[src/rtl/lfsr_seq_pkg.sv]
// Shared types and helpers for the LFSR sequencer and its round-robin arbiter.
package lfsr_seq_pkg;

  localparam int LFSR_W = 128;

  typedef enum logic [1:0] {
    S_LOAD = 2'd0,
    S_WARM = 2'd1,
    S_RUN  = 2'd2,
    S_STEP = 2'd3
  } state_t;

  // Bits needed to hold values 0..n-1; never less than one bit.
  function automatic int clog2(input int n);
    int w;
    w = 1;
    while ((1 << w) < n) w++;
    return w;
  endfunction

endpackage

[src/rtl/lfsr_seq_ctrl_rr_arbiter.sv]
// Round-robin arbiter: searches from the requester after the last granted one.
// Pointer moves only when the parent accepts the grant (i_advance).
module rr_arbiter
  import lfsr_seq_pkg::*;
#(
  parameter int NUM_REQ = 4,
  parameter int IDX_W   = clog2(NUM_REQ)
) (
  input  logic               i_clk,
  input  logic               i_reset,
  input  logic [NUM_REQ-1:0] i_req,
  input  logic               i_advance,
  output logic [NUM_REQ-1:0] o_gnt,
  output logic [IDX_W-1:0]   o_idx
);

  logic [IDX_W-1:0]   r_ptr;
  logic [NUM_REQ-1:0] w_gnt;
  logic [IDX_W-1:0]   w_idx;
  logic               w_found;

  // Rotating-priority search starting one past the last granted requester.
  always_comb begin : p_search
    int c;
    c       = 0;
    w_gnt   = '0;
    w_idx   = '0;
    w_found = 1'b0;
    for (int k = 1; k <= NUM_REQ; k++) begin
      c = int'(r_ptr) + k;
      if (c >= NUM_REQ) c = c - NUM_REQ;
      if (!w_found && i_req[c]) begin
        w_found  = 1'b1;
        w_gnt[c] = 1'b1;
        w_idx    = IDX_W'(c);
      end
    end
  end

  // Last-granted pointer; reset to the top index so requester 0 wins first.
  always_ff @(posedge i_clk or negedge i_reset) begin
    if (!i_reset) begin
      r_ptr <= IDX_W'(NUM_REQ - 1);
    end else if (i_advance && w_found) begin
      r_ptr <= w_idx;
    end
  end

  assign o_gnt = w_gnt;
  assign o_idx = w_idx;

endmodule

[src/rtl/lfsr_seq_ctrl.sv]
// Sequencer/arbiter in front of the 128-bit LFSR: seeds it, warms it up and
// hands random words to NUM_REQ requesters round-robin.
// Optional build macro LFSR_SEQ_STUCK_CHK_EN adds a sticky all-zero detector
// (o_stuck_err) that forces a reload of DEFAULT_SEED.
//
// state  | meaning
// S_LOAD | seed load pending / lfsr_load pulse being driven
// S_WARM | warm-up: LFSR stepping, counter runs down from WARMUP-1
// S_RUN  | ready; grant decision each cycle with a request
// S_STEP | extra LFSR steps after a grant (STEPS_PER_GRANT > 1)
module lfsr_seq_ctrl
  import lfsr_seq_pkg::*;
#(
  parameter int                NUM_REQ         = 4,
  parameter int                WIDTH           = LFSR_W,
  parameter int                WARMUP          = 16,
  parameter int                STEPS_PER_GRANT = 1,
  parameter logic [WIDTH-1:0]  DEFAULT_SEED    = {{(WIDTH-1){1'b0}}, 1'b1}
) (
  input  logic               i_clk,
  input  logic               i_reset,
  input  logic               i_seed_wr,
  input  logic [WIDTH-1:0]   i_seed_in,
  output logic               o_seed_err,
  input  logic [NUM_REQ-1:0] i_req,
  output logic [NUM_REQ-1:0] o_gnt,
  output logic [WIDTH-1:0]   o_rnd_data,
  output logic               o_ready,
  output logic               o_lfsr_enable,
  output logic               o_lfsr_load,
  output logic [WIDTH-1:0]   o_lfsr_seed,
`ifdef LFSR_SEQ_STUCK_CHK_EN
  output logic               o_stuck_err,
`endif
  input  logic [WIDTH-1:0]   i_lfsr_out
);

  localparam int CNT_MAX = (WARMUP > STEPS_PER_GRANT) ? WARMUP : STEPS_PER_GRANT;
  localparam int CNT_W   = clog2(CNT_MAX);
  localparam int IDX_W   = clog2(NUM_REQ);
  localparam logic [CNT_W-1:0] CNT_ONE = CNT_W'(1);

  state_t             r_state, w_nxt;
  logic [CNT_W-1:0]   r_cnt, w_cnt_nxt;
  logic [WIDTH-1:0]   r_seed, w_seed_nxt;
  logic [WIDTH-1:0]   r_rnd;
  logic [NUM_REQ-1:0] r_gnt;
  logic               r_load, r_en, r_ready, r_seed_err;
  logic [NUM_REQ-1:0] w_arb_gnt;
  logic [IDX_W-1:0]   w_arb_idx;
  logic               w_arb_valid, w_seed_ok, w_seed_zero, w_stuck, w_fire;

  assign w_seed_ok   = i_seed_wr && (i_seed_in != '0);
  assign w_seed_zero = i_seed_wr && (i_seed_in == '0);
  assign w_arb_valid = |w_arb_gnt;

`ifdef LFSR_SEQ_STUCK_CHK_EN
  logic r_stuck_err;
  assign w_stuck = ((r_state == S_RUN) || (r_state == S_STEP)) && (i_lfsr_out == '0);

  // Sticky stuck-at-zero flag, cleared only by reset.
  always_ff @(posedge i_clk or negedge i_reset) begin
    if (!i_reset) r_stuck_err <= 1'b0;
    else if (w_stuck) r_stuck_err <= 1'b1;
  end

  assign o_stuck_err = r_stuck_err;
`else
  assign w_stuck = 1'b0;
`endif

  // A reload (requested or forced) always beats a grant decided in the same cycle.
  assign w_fire = (r_state == S_RUN) && w_arb_valid && !w_seed_ok && !w_stuck;

  rr_arbiter #(
    .NUM_REQ (NUM_REQ),
    .IDX_W   (IDX_W)
  ) u_arb (
    .i_clk     (i_clk),
    .i_reset   (i_reset),
    .i_req     (i_req),
    .i_advance (w_fire),
    .o_gnt     (w_arb_gnt),
    .o_idx     (w_arb_idx)
  );

  // Next-state, counter and seed selection.
  always_comb begin
    w_nxt      = r_state;
    w_cnt_nxt  = r_cnt;
    w_seed_nxt = r_seed;
    case (r_state)
      S_LOAD: begin
        // r_load marks that the load pulse is already on the LFSR pins.
        if (r_load) begin
          w_nxt     = S_WARM;
          w_cnt_nxt = CNT_W'(WARMUP - 1);
        end
      end
      S_WARM: begin
        if (r_cnt == '0) w_nxt = S_RUN;
        else w_cnt_nxt = r_cnt - CNT_ONE;
      end
      S_RUN: begin
        if (w_fire && (STEPS_PER_GRANT > 1)) begin
          w_nxt     = S_STEP;
          w_cnt_nxt = CNT_W'(STEPS_PER_GRANT - 2);
        end
      end
      S_STEP: begin
        if (r_cnt == '0) w_nxt = S_RUN;
        else w_cnt_nxt = r_cnt - CNT_ONE;
      end
      default: w_nxt = S_LOAD;
    endcase
    if (w_stuck) begin
      w_nxt      = S_LOAD;
      w_seed_nxt = DEFAULT_SEED;
    end
    if (w_seed_ok) begin
      w_nxt      = S_LOAD;
      w_seed_nxt = i_seed_in;
    end
  end

  // State, counter and registered outputs derived from the next state.
  always_ff @(posedge i_clk or negedge i_reset) begin
    if (!i_reset) begin
      r_state    <= S_LOAD;
      r_cnt      <= '0;
      r_seed     <= DEFAULT_SEED;
      r_load     <= 1'b0;
      r_en       <= 1'b0;
      r_ready    <= 1'b0;
      r_seed_err <= 1'b0;
      r_gnt      <= '0;
      r_rnd      <= '0;
    end else begin
      r_state    <= w_nxt;
      r_cnt      <= w_cnt_nxt;
      r_seed     <= w_seed_nxt;
      r_load     <= (w_nxt == S_LOAD);
      r_en       <= (w_nxt == S_WARM) || (w_nxt == S_STEP);
      r_ready    <= (w_nxt == S_RUN) || (w_nxt == S_STEP);
      r_seed_err <= w_seed_zero;
      r_gnt      <= w_fire ? (NUM_REQ'(1) << w_arb_idx) : '0;
      if (w_fire) r_rnd <= i_lfsr_out;
    end
  end

  // The grant cycle itself steps the LFSR so back-to-back grants get fresh words.
  assign o_lfsr_enable = r_en | w_fire;
  assign o_lfsr_load   = r_load;
  assign o_lfsr_seed   = r_seed;
  assign o_ready       = r_ready;
  assign o_gnt         = r_gnt;
  assign o_rnd_data    = r_rnd;
  assign o_seed_err    = r_seed_err;

endmodule
[config.mk]
export PLATFORM = sky130hd
export DESIGN_NAME = lfsr_seq_ctrl
export DESIGN_NICKNAME = d
export VERILOG_FILES = /design/src/rtl/lfsr_seq_pkg.sv /design/src/rtl/lfsr_seq_ctrl_rr_arbiter.sv /design/src/rtl/lfsr_seq_ctrl.sv
export SDC_FILE = /design/constraint.sdc
export NUM_CORES = 1
export LEC_CHECK = 0
export ABC_AREA = 1
export CAP_MARGIN = 20
export CORE_AREA = 8 8 197 199
export CTS_BUF_LIST = sky130_fd_sc_hd__clkbuf_8
export DETAILED_ROUTE_END_ITERATION = 6
export DIE_AREA = 0 0 205 207
export PLACE_DENSITY_LB_ADDON = 0.08
export SLEW_MARGIN = 20
export SYNTH_ARGS = -nofsm -noshare
export SYNTH_HDL_FRONTEND = slang
export SYNTH_SLANG_ARGS = --single-unit
[constraint.sdc]
create_clock -name i_clk -period 2.2 [get_ports i_clk]
set_input_delay 0.22 -clock i_clk [delete_from_list [all_inputs] [get_ports i_clk]]
set_output_delay 0.22 -clock i_clk [all_outputs]
set_load 0.02 [all_outputs]
### Yosys cells after proc, flatten, opt, wreduce, memory -nomap -nowiden

Cells that the tools add are included.

* register bits: 272
* latch bits: 0
* bits in writable memories: 0
* memory bits (read-only): 0
* input bits: 263
* output and inout port bits: 264
* word-level logic and storage cells: 115
* memories kept: 0

* add/subtract/negate cells: 9
* multiply operators: 0
* div/mod/pow operators: 0
* order comparisons: 12
* eq/ne operators: 8
* shifts and indexed selects: 1
* multiplexer cells: 44
* bitwise logic cells: 4
* reduce and logical (&&, ||, !) cells: 27

Operators by type and width (count)
* >= comparator 32 x 1 -> 1 bit, second input constant: 4
* >= comparator 32 x 4 -> 1 bit, second input constant: 4
* logical NOT 128 bit: 1
* < comparator 32 x 4 -> 1 bit, second input constant: 4
* two-way mux 32 bit: 4
* nonzero test 128 bit: 1
* subtractor 32 x 4 -> 32 bit, second input constant: 4
* two-way mux 4 bit: 7
* two-way mux 1 bit: 16
* two-way mux 2 bit: 7
* logical AND 1 bit: 12
* OR 4 bit: 3
* binary-select mux 1 bit (select 2 bit): 4
* demux 1 bit (select 2 bit): 4
* equality test 2 bit, second input constant: 4
* one-hot mux 4 bit (2 select lines): 1
* adder 2 x 2 -> 3 bit, second input constant: 2
* adder 2 x 3 -> 4 bit, second input constant: 1
* equality test 2 x 1 -> 1 bit, second input constant: 2
* logical NOT 1 bit: 4
* logical NOT 2 bit: 2
* logical NOT 4 bit: 1
* inequality test 2 bit, second input constant: 2
* one-hot mux 2 bit (2 select lines): 1
* 9 further kinds: 10

### Logic depth before layout (Yosys ltp)

* depth in word-level cells: 20
* depth in mapped cells: 16
* mapped depth without buffers: 13

### By module

From an unflattened synthesis, not the netlist that was laid out.

* cell total of the unflattened synthesis: 1369
* area total of the unflattened synthesis: 11504.8 µm²

Modules (own cells, without submodules)
* lfsr_seq_ctrl: instances 1, cells each 1281, area an instance 10956.8 µm², seq. area each 6732.7 µm²
* rr_arbiter: instances 1, cells each 88, area an instance 548.0 µm², seq. area each 52.6 µm²

### Worst setup path after synthesis

OpenSTA, ideal clock, no wires.

* path type: flip-flop to output port
* start: register u_arb.r_ptr[0]
* end: output o_lfsr_enable
* arrival: 2.185 ns
* data required time: 1.980 ns
* setup slack: -0.205 ns
* cell stages (with the launch flop): 15
* path buffers: 2
* cell sequence: dfstp_2 buf_6 inv_4 ha_1 inv_1 nand3_2 nand2_2 nor2_4 nand3_2 inv_2 o21ai_2 nand2_4 nand2_4 buf_2 nand2_1

* cells in the longest elaborated chain, start to end: 20
* elaborated cells between the ends (all ways): 68
* those cells by class: 8 x add/sub; 12 x order compare; 31 x mux; 4 x bitwise; 13 x reduce/logical

RTL lines
* start, declared: RTL line lfsr_seq_ctrl_rr_arbiter.sv:17 `logic [IDX_W-1:0] r_ptr;`
* start signal, assigned: RTL line lfsr_seq_ctrl_rr_arbiter.sv:43 `r_ptr <= IDX_W'(NUM_REQ - 1);`
* start signal, assigned: RTL line lfsr_seq_ctrl_rr_arbiter.sv:45 `r_ptr <= w_idx;`
* branches (longest 15 deep; another with subtractor 32 x 4 -> 32 bit)
* two-way mux 4 bit *: RTL line lfsr_seq_ctrl_rr_arbiter.sv:32 `if (!w_found && i_req[c]) begin`
* OR reduction 4 bit *: RTL line lfsr_seq_ctrl.sv:55 `assign w_arb_valid = |w_arb_gnt;`
* logical AND 1 bit * (2 in a row): RTL line lfsr_seq_ctrl.sv:73 `assign w_fire = (r_state == S_RUN) && w_arb_valid && !w_seed_ok && !w_stuck;`
* OR 1 bit *: RTL line lfsr_seq_ctrl.sv:152 `assign o_lfsr_enable = r_en | w_fire;`
* end, declared: RTL line lfsr_seq_ctrl.sv:29 `output logic o_lfsr_enable,`

Every way passes the cells marked *. The select of a mux whose other input is x is not followed.

### Worst setup path after layout

Same ends and word-level chain as after synthesis.

==> reports/qor.yml <==
status: "finished, violations left"
violations: "setup timing"
clkTransAtPathRegs_ns: 0.06
routed_wl_mm: 49.6
dp_slack_ns: -0.454
critical_path_arrival_ns: 2.38
die_y_um: 207
final_cell_mix: "nand2_1 (583), clkdlybuf4s50_1 (524), dfrtp_1 (268)"
yosysTopAreaCell: "dfrtp_1"
post-route-util_pct: 57.1
syn_area_mm2: 0.0115
synthArstFlopShare_pct: 100
fin_worst_skew_ns: 0.0178
setup_viol: 135
coreArea_mm2: 0.0359
cts_num_sinks: 271
grt_use_total_pct: 22.6
fillCellCount: 3314
drtIter0Drc: 547
wl_per_cell_um: 19.7
p_leak_nw: 9.53
io_buffers: 526
root_buffer: "clkbuf_8"
gp_congestion: 0.804
nets: 2280
slew_violations: 0
r2r_slack_ns: -0.40
hold_viol: 0
start_kind: "flip-flop"
reg2reg_depth: 16
synth_fp_nets: 1639
tns_ns: -39.13
cts_htree_levels: 2
max_freq_mhz: 385
ir_drop_mv: 0.540
io_pins: 527
syn-instance-count: 1367
syn_to_final_growth_pct: 78.0
rr_endpoint: "o_rnd_data[50]$_DFFE_PN0P_"
grt_max_degree: 113
post-route-period-util_pct: 118
drc: 0
end_kind: "primary output"
place_area_mm2: 0.0179
rows: 70
fp.dieW_um: 205
critPathMaxFanout: 6
ff_latch_area_mm2: 0.00679
grt_pass1_vias: 12192
synthFlopType: "dfrtp_1"
clock_latency_ns: 0.58
stdcell_area_mm2: 0.0205
p_total_mw: 17.7
synth-edff-count: 0
placed_cells: 2382
vias: 11732
layout_min_cycle_time_ns: 2.60
rsz0062_at_grt: "true"
hold_class: "in2async"
multi_input_area_mm2: 0.00494
die_area_mm2: 0.0424
slew_headroom_pct: 64.1
timing.final.ws_setup_ns: -0.400
cts_made_buffers: 49
worstSetupPathType: "reg2out"
drt_pre_antenna_iters: 5
grt_pass1_wl_mm: 74.7
synth_top_area_share_pct: 58.3
required_ns: 1.98
r2r-start: "u_arb.r_ptr[0]$_DFFE_PN1P_"
whs_ns: 0.196
seq_area_frac_synth_pct: 59.0
vias_per_cell: 4.67
powerDensity_mw_per_mm2: 865
grt_antenna_before_repair: 11
synthTopCellsByArea: "dfrtp_1 (58%), nand2_1 (19%), nand3_1 (5.9%), o21ai_0 (5.2%), nor2_1 (3.1%)"
critPathCapture: "o_lfsr_enable"
final_cells: 2514
worst_pin_slew_ns: 0.538
initial_utilization_pct: 32.1
max-cap-violations: 0
cts_tree: "yes"
yosysWarnings: 0
avgSynthCellArea_um2: 8.42
grt.overflow.total: 0
ys_seq_elements: 271
layout-drive-gt1-share_pct: 18.4
clockBufferDepth: 3
dpl.hpwl_mm: 34.8
critPathLaunch: "u_arb.r_ptr[0]$_DFFE_PN1P_"
ys_types: 29
ant_nets: 0
mostFrequentLayoutCell: "nand2_1"
## routing by layer
metal | wire [um] | vias up | track usage, %
met5 | 69 | - | 0
met1 | 18800 | 5557 | 25.7
met2 | 23700 | 437 | 37.0
li1 | - | 5652 | -
met4 | 1280 | 10 | 7.13
met3 | 5720 | 76 | 10.6
## worst max-delay path, cell delays in order, from the launching register on
cell and delay (ns):
dfstp_2 0.38, buf_6 0.13, buf_12 0.12, ha_1 0.18, or3_4 0.37, nor2_2 0.11
nor2_2 0.04, nor2_2 0.14, nand2_4 0.09, nand2_8 0.07, nand2_4 0.04, buf_6 0.13
## cell usage after synthesis (3+ instances only)
library cell and n:
a21oi_1 6, buf_2 38, buf_4 9, clkbuf_1 35
dfrtp_1 268, dfstp_2 3, ha_1 9, inv_1 18
nand2_1 588, nand3_1 136, nand3_2 3, nor2_1 95
nor2_2 3, nor3_1 4, o21ai_0 119, o21ai_1 15
## final cells by class
| class | instances | area share (%) |
|---|---|---|
| multi-input combinational | 990 | 24.1 |
| antenna | 5 | 0.0611 |
| clock inverter | 25 | 0.550 |
| inverter | 21 | 0.428 |
| sequential | 271 | 33.1 |
| timing repair buffer | 675 | 34.9 |
| clock buffer | 59 | 3.96 |
| tap | 468 | 2.86 |
## what timing repair did
| action | in CTS | in global routing |
|---|---|---|
| gates cloned | 18 | 1 |
| setup buffers | 17 | 7 |
| endpoints found under the hold margin | 73 | 0 |
| gates resized for setup | 176 | 20 |
| hold buffers | 1 | 0 |
| pin swaps | 91 | 12 |
| setup endpoints to repair | 124 | 135 |
## cells by family after synthesis
| group | after synthesis | synth area share, % |
|---|---|---|
| AND/OR/NAND/NOR | 837 | 29.4 |
| flip-flops | 271 | 59.0 |
| AO/OA/AOI/OAI | 144 | 6.35 |
| buffers and inverters | 106 | 4.33 |
| adder cells (fa/ha/maj) | 9 | 0.978 |
## registers in the layout, summed over array words and instances, names as in the netlist
name,flops
r_cnt,4
u_arb.r_ptr,2
o_seed_err,1
o_gnt,4
o_lfsr_seed,128
o_lfsr_load,1
o_ready,1
r_state,2
o_rnd_data,128
## report_power, final
group	total, mW	switching, mW	internal, mW
logic	7.27	3.41	3.86
registers	5.93	0.325	5.60
clock network	4.54	2.12	2.41
## how the worst min path moves through the flow
stage,from,end,cells past startpoint
global route,i_lfsr_out[100],o_rnd_data[100]$_DFFE_PN0P_,3
CTS,i_seed_in[0],o_lfsr_seed[0]$_DFFE_PN1P_,3
detailed placement,i_reset,o_rnd_data[23]$_DFFE_PN0P_,1
floorplan,i_reset,o_gnt[0]$_DFF_PN0_,0
global placement,i_reset,o_rnd_data[23]$_DFFE_PN0P_,1
finish,i_reset,o_rnd_data[23]$_DFFE_PN0P_,2
Power figures use the tool's default switching activity.
